[src/rtl/kf8237_page_address_latch.sv]
// Rebuilds the 20-bit 8237 DMA physical address (page : high latch : low address)
// and holds the CPU-visible page registers and the port-0x80 POST code.

module kf8237_page_lane #(
  parameter int PAGE_WIDTH = 4
) (
  input  logic                  clock,
  input  logic                  reset,
  input  logic                  write_enable,
  input  logic [PAGE_WIDTH-1:0] write_data,
  output logic [PAGE_WIDTH-1:0] page
);
  always_ff @(posedge clock or posedge reset)
    if (reset)             page <= '0;
    else if (write_enable) page <= write_data;
endmodule

module kf8237_page_address_latch #(
  parameter int PAGE_WIDTH = 4
) (
  input  logic                    clock,
  input  logic                    reset,
  input  logic                    chip_select_n,
  input  logic [3:0]              address_in,
  input  logic                    io_write_n,
  input  logic                    io_read_n,
  input  logic [7:0]              data_bus_in,
  output logic [7:0]              data_bus_out,
  output logic                    read_enable,
  input  logic [7:0]              dma_data_bus_in,
  input  logic [7:0]              dma_address_low,
  input  logic                    address_strobe,
  input  logic                    address_enable,
  input  logic [3:0]              dma_acknowledge,
  output logic [PAGE_WIDTH+15:0]  dma_address,
  output logic                    dma_address_valid,
  output logic                    channel_error,
  output logic [7:0]              post_code
);
  localparam int NUM_CH = 4;

  typedef struct packed {
    logic       wr_n;
    logic       cs_n;
    logic [3:0] addr;
    logic [7:0] data;
  } cpu_smp_t;

  typedef enum logic {IDLE, ACTIVE} state_t;

  // Channel -> I/O offset, following the scrambled PC/XT page port layout.
  function automatic logic [3:0] ch_offset(input int ch);
    case (ch)
      0:       return 4'h7;
      1:       return 4'h3;
      2:       return 4'h1;
      default: return 4'h2;
    endcase
  endfunction

  cpu_smp_t                            smp_pipe [1:0];
  logic                                commit;
  logic [NUM_CH-1:0][PAGE_WIDTH-1:0]   page;
  logic [7:0]                          hi_latch;
  logic [PAGE_WIDTH-1:0]               held_page;
  logic [1:0]                          dack_ch;
  logic                                dack_ok;
  state_t                              state;

  // smp_pipe[0] is the newest sample, smp_pipe[1] the one before it.
  always_ff @(posedge clock or posedge reset)
    if (reset) begin
      smp_pipe[0] <= '{wr_n: 1'b1, cs_n: 1'b1, addr: 4'h0, data: 8'h00};
      smp_pipe[1] <= '{wr_n: 1'b1, cs_n: 1'b1, addr: 4'h0, data: 8'h00};
    end else begin
      smp_pipe[0] <= '{wr_n: io_write_n, cs_n: chip_select_n, addr: address_in, data: data_bus_in};
      smp_pipe[1] <= smp_pipe[0];
    end

  assign commit = ~smp_pipe[1].wr_n & smp_pipe[0].wr_n & ~smp_pipe[1].cs_n;

  always_ff @(posedge clock or posedge reset)
    if (reset)                                       post_code <= 8'h00;
    else if (commit && smp_pipe[1].addr == 4'h0)     post_code <= smp_pipe[1].data;

  for (genvar g = 0; g < NUM_CH; g++) begin : g_lane
    localparam logic [3:0] OFF = ch_offset(g);
    kf8237_page_lane #(.PAGE_WIDTH(PAGE_WIDTH)) u_lane (
      .clock        (clock),
      .reset        (reset),
      .write_enable (commit && smp_pipe[1].addr == OFF),
      .write_data   (smp_pipe[1].data[PAGE_WIDTH-1:0]),
      .page         (page[g])
    );
  end

  assign read_enable = ~chip_select_n & ~io_read_n;

  always_comb begin
    data_bus_out = 8'h00;
    if (read_enable)
      case (address_in)
        4'h0:    data_bus_out = post_code;
        4'h1:    data_bus_out = 8'(page[2]);
        4'h2:    data_bus_out = 8'(page[3]);
        4'h3:    data_bus_out = 8'(page[1]);
        4'h7:    data_bus_out = 8'(page[0]);
        default: data_bus_out = 8'h00;
      endcase
  end

  // Transparent-latch equivalent: follows the DMA data bus while strobed.
  always_ff @(posedge clock or posedge reset)
    if (reset)               hi_latch <= 8'h00;
    else if (address_strobe) hi_latch <= dma_data_bus_in;

  always_comb begin
    dack_ch = 2'd0;
    dack_ok = 1'b1;
    case (dma_acknowledge)
      4'b0001: dack_ch = 2'd0;
      4'b0010: dack_ch = 2'd1;
      4'b0100: dack_ch = 2'd2;
      4'b1000: dack_ch = 2'd3;
      default: dack_ok = 1'b0;
    endcase
  end

  // Page is sampled once at ownership start; later register writes wait for the next period.
  always_ff @(posedge clock or posedge reset)
    if (reset) begin
      state         <= IDLE;
      held_page     <= '0;
      channel_error <= 1'b0;
    end else begin
      channel_error <= 1'b0;
      case (state)
        IDLE:
          if (address_enable) begin
            state         <= ACTIVE;
            held_page     <= page[dack_ch];
            channel_error <= ~dack_ok;
          end
        ACTIVE:
          if (!address_enable) state <= IDLE;
        default: state <= IDLE;
      endcase
    end

  assign dma_address_valid = (state == ACTIVE);
  assign dma_address       = dma_address_valid ? {held_page, hi_latch, dma_address_low} : '0;

endmodule

[config.mk]
export PLATFORM = sky130hd
export DESIGN_NAME = kf8237_page_address_latch
export DESIGN_NICKNAME = d
export VERILOG_FILES = /design/src/rtl/kf8237_page_address_latch.sv
export SDC_FILE = /design/constraint.sdc
export NUM_CORES = 1
export LEC_CHECK = 0
export BUFFER_PORTS_ARGS = -buffer_cell sky130_fd_sc_hd__buf_2
export CORE_UTILIZATION = 45
export CTS_BUF_LIST = sky130_fd_sc_hd__clkbuf_8
export DETAILED_ROUTE_END_ITERATION = 16
export PLACE_DENSITY = 0.69
export SETUP_SLACK_MARGIN = 0.02
export SLEW_MARGIN = 20
export SYNTH_ARGS = -nofsm -noshare
export SYNTH_HDL_FRONTEND = slang
export SYNTH_SLANG_ARGS = --single-unit
[constraint.sdc]
create_clock -name clock -period 2.9 [get_ports clock]
set_input_delay 0.58 -clock clock [delete_from_list [all_inputs] [get_ports clock]]
set_output_delay 0.58 -clock clock [all_outputs]
set_load 0.005 [all_outputs]
# Word-level counts from Yosys, hierarchy flattened
# Cells that the tools add are included.
# Widths: inputs -> output; s select.
[op_classes]
reduce_logical = 9
n_eq_ne = 12
magnitude_cmp = 1
bitwise = 9
mux = 10
[op_table]
columns = ["op", "n"]
rows = [
  ["$pmux 8 s5", 1],
  ["$eq 4x2->1 const B", 5],
  ["$mux 20", 1],
  ["$eq 4x1->1 const B", 3],
  ["$eq 4x3->1 const B", 3],
  ["$bmux 4 s2", 1],
  ["$logic_not 4->1", 2],
  ["$mux 8", 1],
  ["$not 1->1", 6],
  ["$pmux 2 s3", 1],
  ["$logic_and 1x1->1", 5],
  ["$eq 4x4->1 const B", 1],
  ["$mux 1", 4],
  ["$mux 4", 1],
  ["$reduce_or 4->1", 1],
  ["$and 1x1->1", 3],
  ["$lt 2x3->1 const B", 1],
  ["$reduce_and 2->1", 1],
]
[totals]
out_inout_bits = 39
inputBits = 39
register_bits = 66
wordCells = 58

# Depth between registers and ports, before layout
[logic_depth]
ltp_word = 6
depth_mapped = 5
ltp_nobuf = 4

# By module
# A second synthesis with hierarchy kept.
[hier_totals]
hier_cells = 201
area_unflattened_um2 = 2688.8
[modules_own_cells]
columns = ["module", "seq_area_each_um2", "area_each_um2", "cells_per_inst", "n_inst"]
rows = [
  ["kf8237_page_address_latch", 1256.2, 2093.3, 165, 1],
  ["kf8237_page_lane", 100.1, 148.9, 9, 4],
]

# Worst setup path after synthesis
# OpenSTA, ideal clock, no wires.
[synth_path]
path_kind = "input -> output"
startpoint = "input address_in[2]"
endpoint = "output data_bus_out[3]"
setup_slack_ns = 0.782
t_arrival_ns = 1.538
path_stages = 4
path_buffers = 1
t_required_ns = 2.320
path_cell_list = "clkbuf_1 -> nor4b_1 -> a22oi_1 -> a21oi_1"
[synth_between]
elab_chain_cells = 3
word_cells_on_any_way = 7
cone_classes = "eq/ne: 4; mux: 2; reduce/logical: 1"
[synth_rtl]
columns = ["element", "line", "source"]
rows = [
  ["start: declaration", "24", "input logic [3:0] address_in,"],
  ["$eq 4x3->1, or another cell as far along", "102", "case (address_in)"],
  ["$pmux 8 s5 *", "102", ""],
  ["$mux 8 *", "101", "if (read_enable)"],
  ["end: declaration", "28", "output logic [7:0] data_bus_out,"],
]
# Mark *: on every way between the ends. The rest lies on a longest branch, timed or not.

# Worst setup path after layout
[layout_path]
startpoint = "input address_in[2]"
endpoint = "output data_bus_out[0]"
# Same word-level chain as after synthesis.

==> out/summary.txt <==
Netlist cell types -> 27
First-pass GRT wire length -> 8.20 mm
Syn_area_per_cell -> 13.9 um^2
Commonest non-fill, non-tap cell in the layout -> buf_2
Clock latency on the worst-skew pair -> 0.33 ns
Largest net degree at the start of global routing -> 31
Clk network pwr share -> 0.441
Vias in the first global route -> 1,669
Core area -> 0.00564 mm^2
Routed Antenna Nets -> 0
Cell Area, Synth -> 0.00268 mm^2
1st-iter DRT viols -> 86
Initial antenna violation count -> 0
Final period utilization -> 0.814
WL final -> 5.05 mm
N_diodes -> 0
Switching Share -> 0.213
Startpoint Class -> primary input
Die width -> 79.2 um
Worst path required time -> 2.32 ns
Actual slew at the worst max-slew pin -> 0.938 ns
Clk_skew -> 0.00674 ns
GPL Wtd Cong -> 0.806
Max Slew Vio Count -> 0
Worst slew margin -> 0.366
Crit-path max FO -> 8
Full die area -> 0.00628 mm^2
Final setup fails -> 0
DR vias/cell -> 5.01
Clk root buf -> clkbuf_8
Setup TNS -> 0 ns
Final nets -> 317
Die H -> 79.2 um
CTS resizes -> 0
Crit. End Element -> output port
Min Tclk post-route -> 2.36 ns
Most frequent cells in the layout -> buf_2, dfrtp_1, mux2_2
Buffers on Ports -> 77
CTS buffer count -> 9
Post-route cell area -> 0.00343 mm^2
IO Count -> 78
Drt drc -> 0
Pwr dens -> 671 mW/mm^2
DR pass1 iterations -> 5
Clock sink count -> 66
Number of cell rows -> 27
Final hold violations -> 0
Starting density of the core -> 0.476
WL per Instance -> 14.2 um
P&R area growth vs syn -> 27.6%
Dpl hpwl -> 3.59 mm
Register area share after synthesis -> 0.617
Int Pwr -> 1810 uW
Worst-case clock buffer depth -> 2
Share of total power in combinational logic -> 0.097
CTS clk-pin slew, worst paths -> 0.07 ns
Syn_nets -> 232
Leakage power -> 0.00168 uW
Tot GR Track Use -> 0.178
Reg power frac -> 0.462
Global route total overflow -> 0
Hold crit path type -> primary input to asynchronous set/reset pin
Critical path class -> primary input to output port
Hold Buf Count CTS -> 0
Htree depth -> 3
Placed cell area -> 0.00316 mm^2
Peak VDD IR -> 0.000384 V
Vias -> 1,780
Max Freq -> 424 MHz
Post-Syn Instances -> 193
Synth Register Bits -> 66
TritonCTS clock tree -> yes
RSZ-0062 raised after global routing -> false
Status -> finished clean
Postcts setup bufs -> 0
Share of layout cells above drive strength 1 -> 0.512
Psw -> 489 uW
Yosys warns -> 0
Max cap viols -> 0
Worst EP arrival -> 1.78 ns
## flip-flops by register name, indices dropped and copies added, names as in the netlist
| register | cells |
|---|---|
| dma_address_valid | 1 |
| smp_pipe | 28 |
| channel_error | 1 |
| g_lane.u_lane.page | 16 |
| held_page | 4 |
| hi_latch | 8 |
| post_code | 8 |
## synth_stat cells
| master | number | area share |
|---|---|---|
| and4_1 | 1 | 0.0033 |
| a22o_1 | 4 | 0.013 |
| and3b_1 | 1 | 0.0033 |
| nor3b_1 | 1 | 0.0028 |
| a222oi_1 | 4 | 0.015 |
| nor2_1 | 9 | 0.013 |
| inv_1 | 2 | 0.0028 |
| nand2b_2 | 1 | 0.0033 |
| nor3_4 | 1 | 0.0061 |
| o21ai_0 | 3 | 0.0056 |
| clkbuf_1 | 5 | 0.0070 |
| nor4b_1 | 2 | 0.0065 |
| a2111o_1 | 1 | 0.0042 |
| a21oi_1 | 8 | 0.015 |
| nand2_1 | 6 | 0.0084 |
| nor3b_4 | 2 | 0.014 |
| mux2_2 | 40 | 0.17 |
| nor2b_1 | 3 | 0.0070 |
| nor3_1 | 1 | 0.0019 |
| dfstp_2 | 4 | 0.039 |
| xor2_1 | 1 | 0.0033 |
| and2_1 | 24 | 0.056 |
| o211ai_1 | 1 | 0.0028 |
| dfrtp_1 | 62 | 0.58 |
| nor4b_4 | 1 | 0.0089 |
| buf_1 | 1 | 0.0014 |
| a22oi_1 | 4 | 0.011 |
## worst max-delay path: stages
cell	delay, ns
buf_2	0.16
nor3_1	0.50
a22oi_1	0.18
a21oi_1	0.22
buf_2	0.14
## routing by layer
layer	track usage	up-vias	share of wire
met2	0.261	57	0.46
met1	0.247	859	0.47
met4	0.0800	0	0.0093
met5	0	-	0
met3	0.0506	5	0.059
li1	-	859	-
## final timing paths
path / slack (ns) / from / depth (start not counted) / end
setup / recovery: 0.54 / address_in[2] / 5 / data_bus_out[0]
hold / removal: 0.32 / reset / 2 / hi_latch[4]
setup reg to reg: 1.08 / smp_pipe[13] / 4 / post_code[5]
hold reg to reg: 0.35 / smp_pipe[0] / 0 / smp_pipe[14]
max in group asynchronous: 1.82 / reset / 3 / dma_address_valid
min in group clock: 0.34 / io_write_n / 1 / smp_pipe[13]
## power by group through the flow
stage	clock network [uW]	logic, uW	registers [uW]
after floorplan	0	140	1060
after global placement	0	221	1080
after detailed placement	0	225	1080
after CTS	1030	228	1060
after global routing	1070	250	1070
final	1010	224	1060
## cell families (layout without fill, tap and decap cells)
group	Yosys count	in the layout	share of synthesized area
buf+inv	8	98	0.0112
compound gates	25	25	0.0667
simple gates	53	53	0.134
mux	40	40	0.168
flops	66	66	0.617
xor+xnor	1	1	0.00326
## layout make-up
class	count	area [um^2]
fill	464	2220
sequential	66	1660
multi-input combinational	119	997
timing repair buffer	80	408
clock buffer	10	138
clock inverter	6	129
tap	72	90.1
inverter	2	7.51
## stage by stage
step	setup slack (ns)	hold WS, ns	power [uW]	utilization	cells
6_report	0.541	0.320	2300	0.607	355
5_1_grt	0.437	0.321	2400	0.607	355
4_1_cts	0.526	0.330	2320	0.607	355
3_5_place_dp	0.526	0.335	1300	0.560	339
3_3_place_gp	0.534	0.332	1300	0.560	339
2_1_floorplan	0.672	0.331	1200	-	193
No activity file was read; power rests on OpenSTA's default activity.
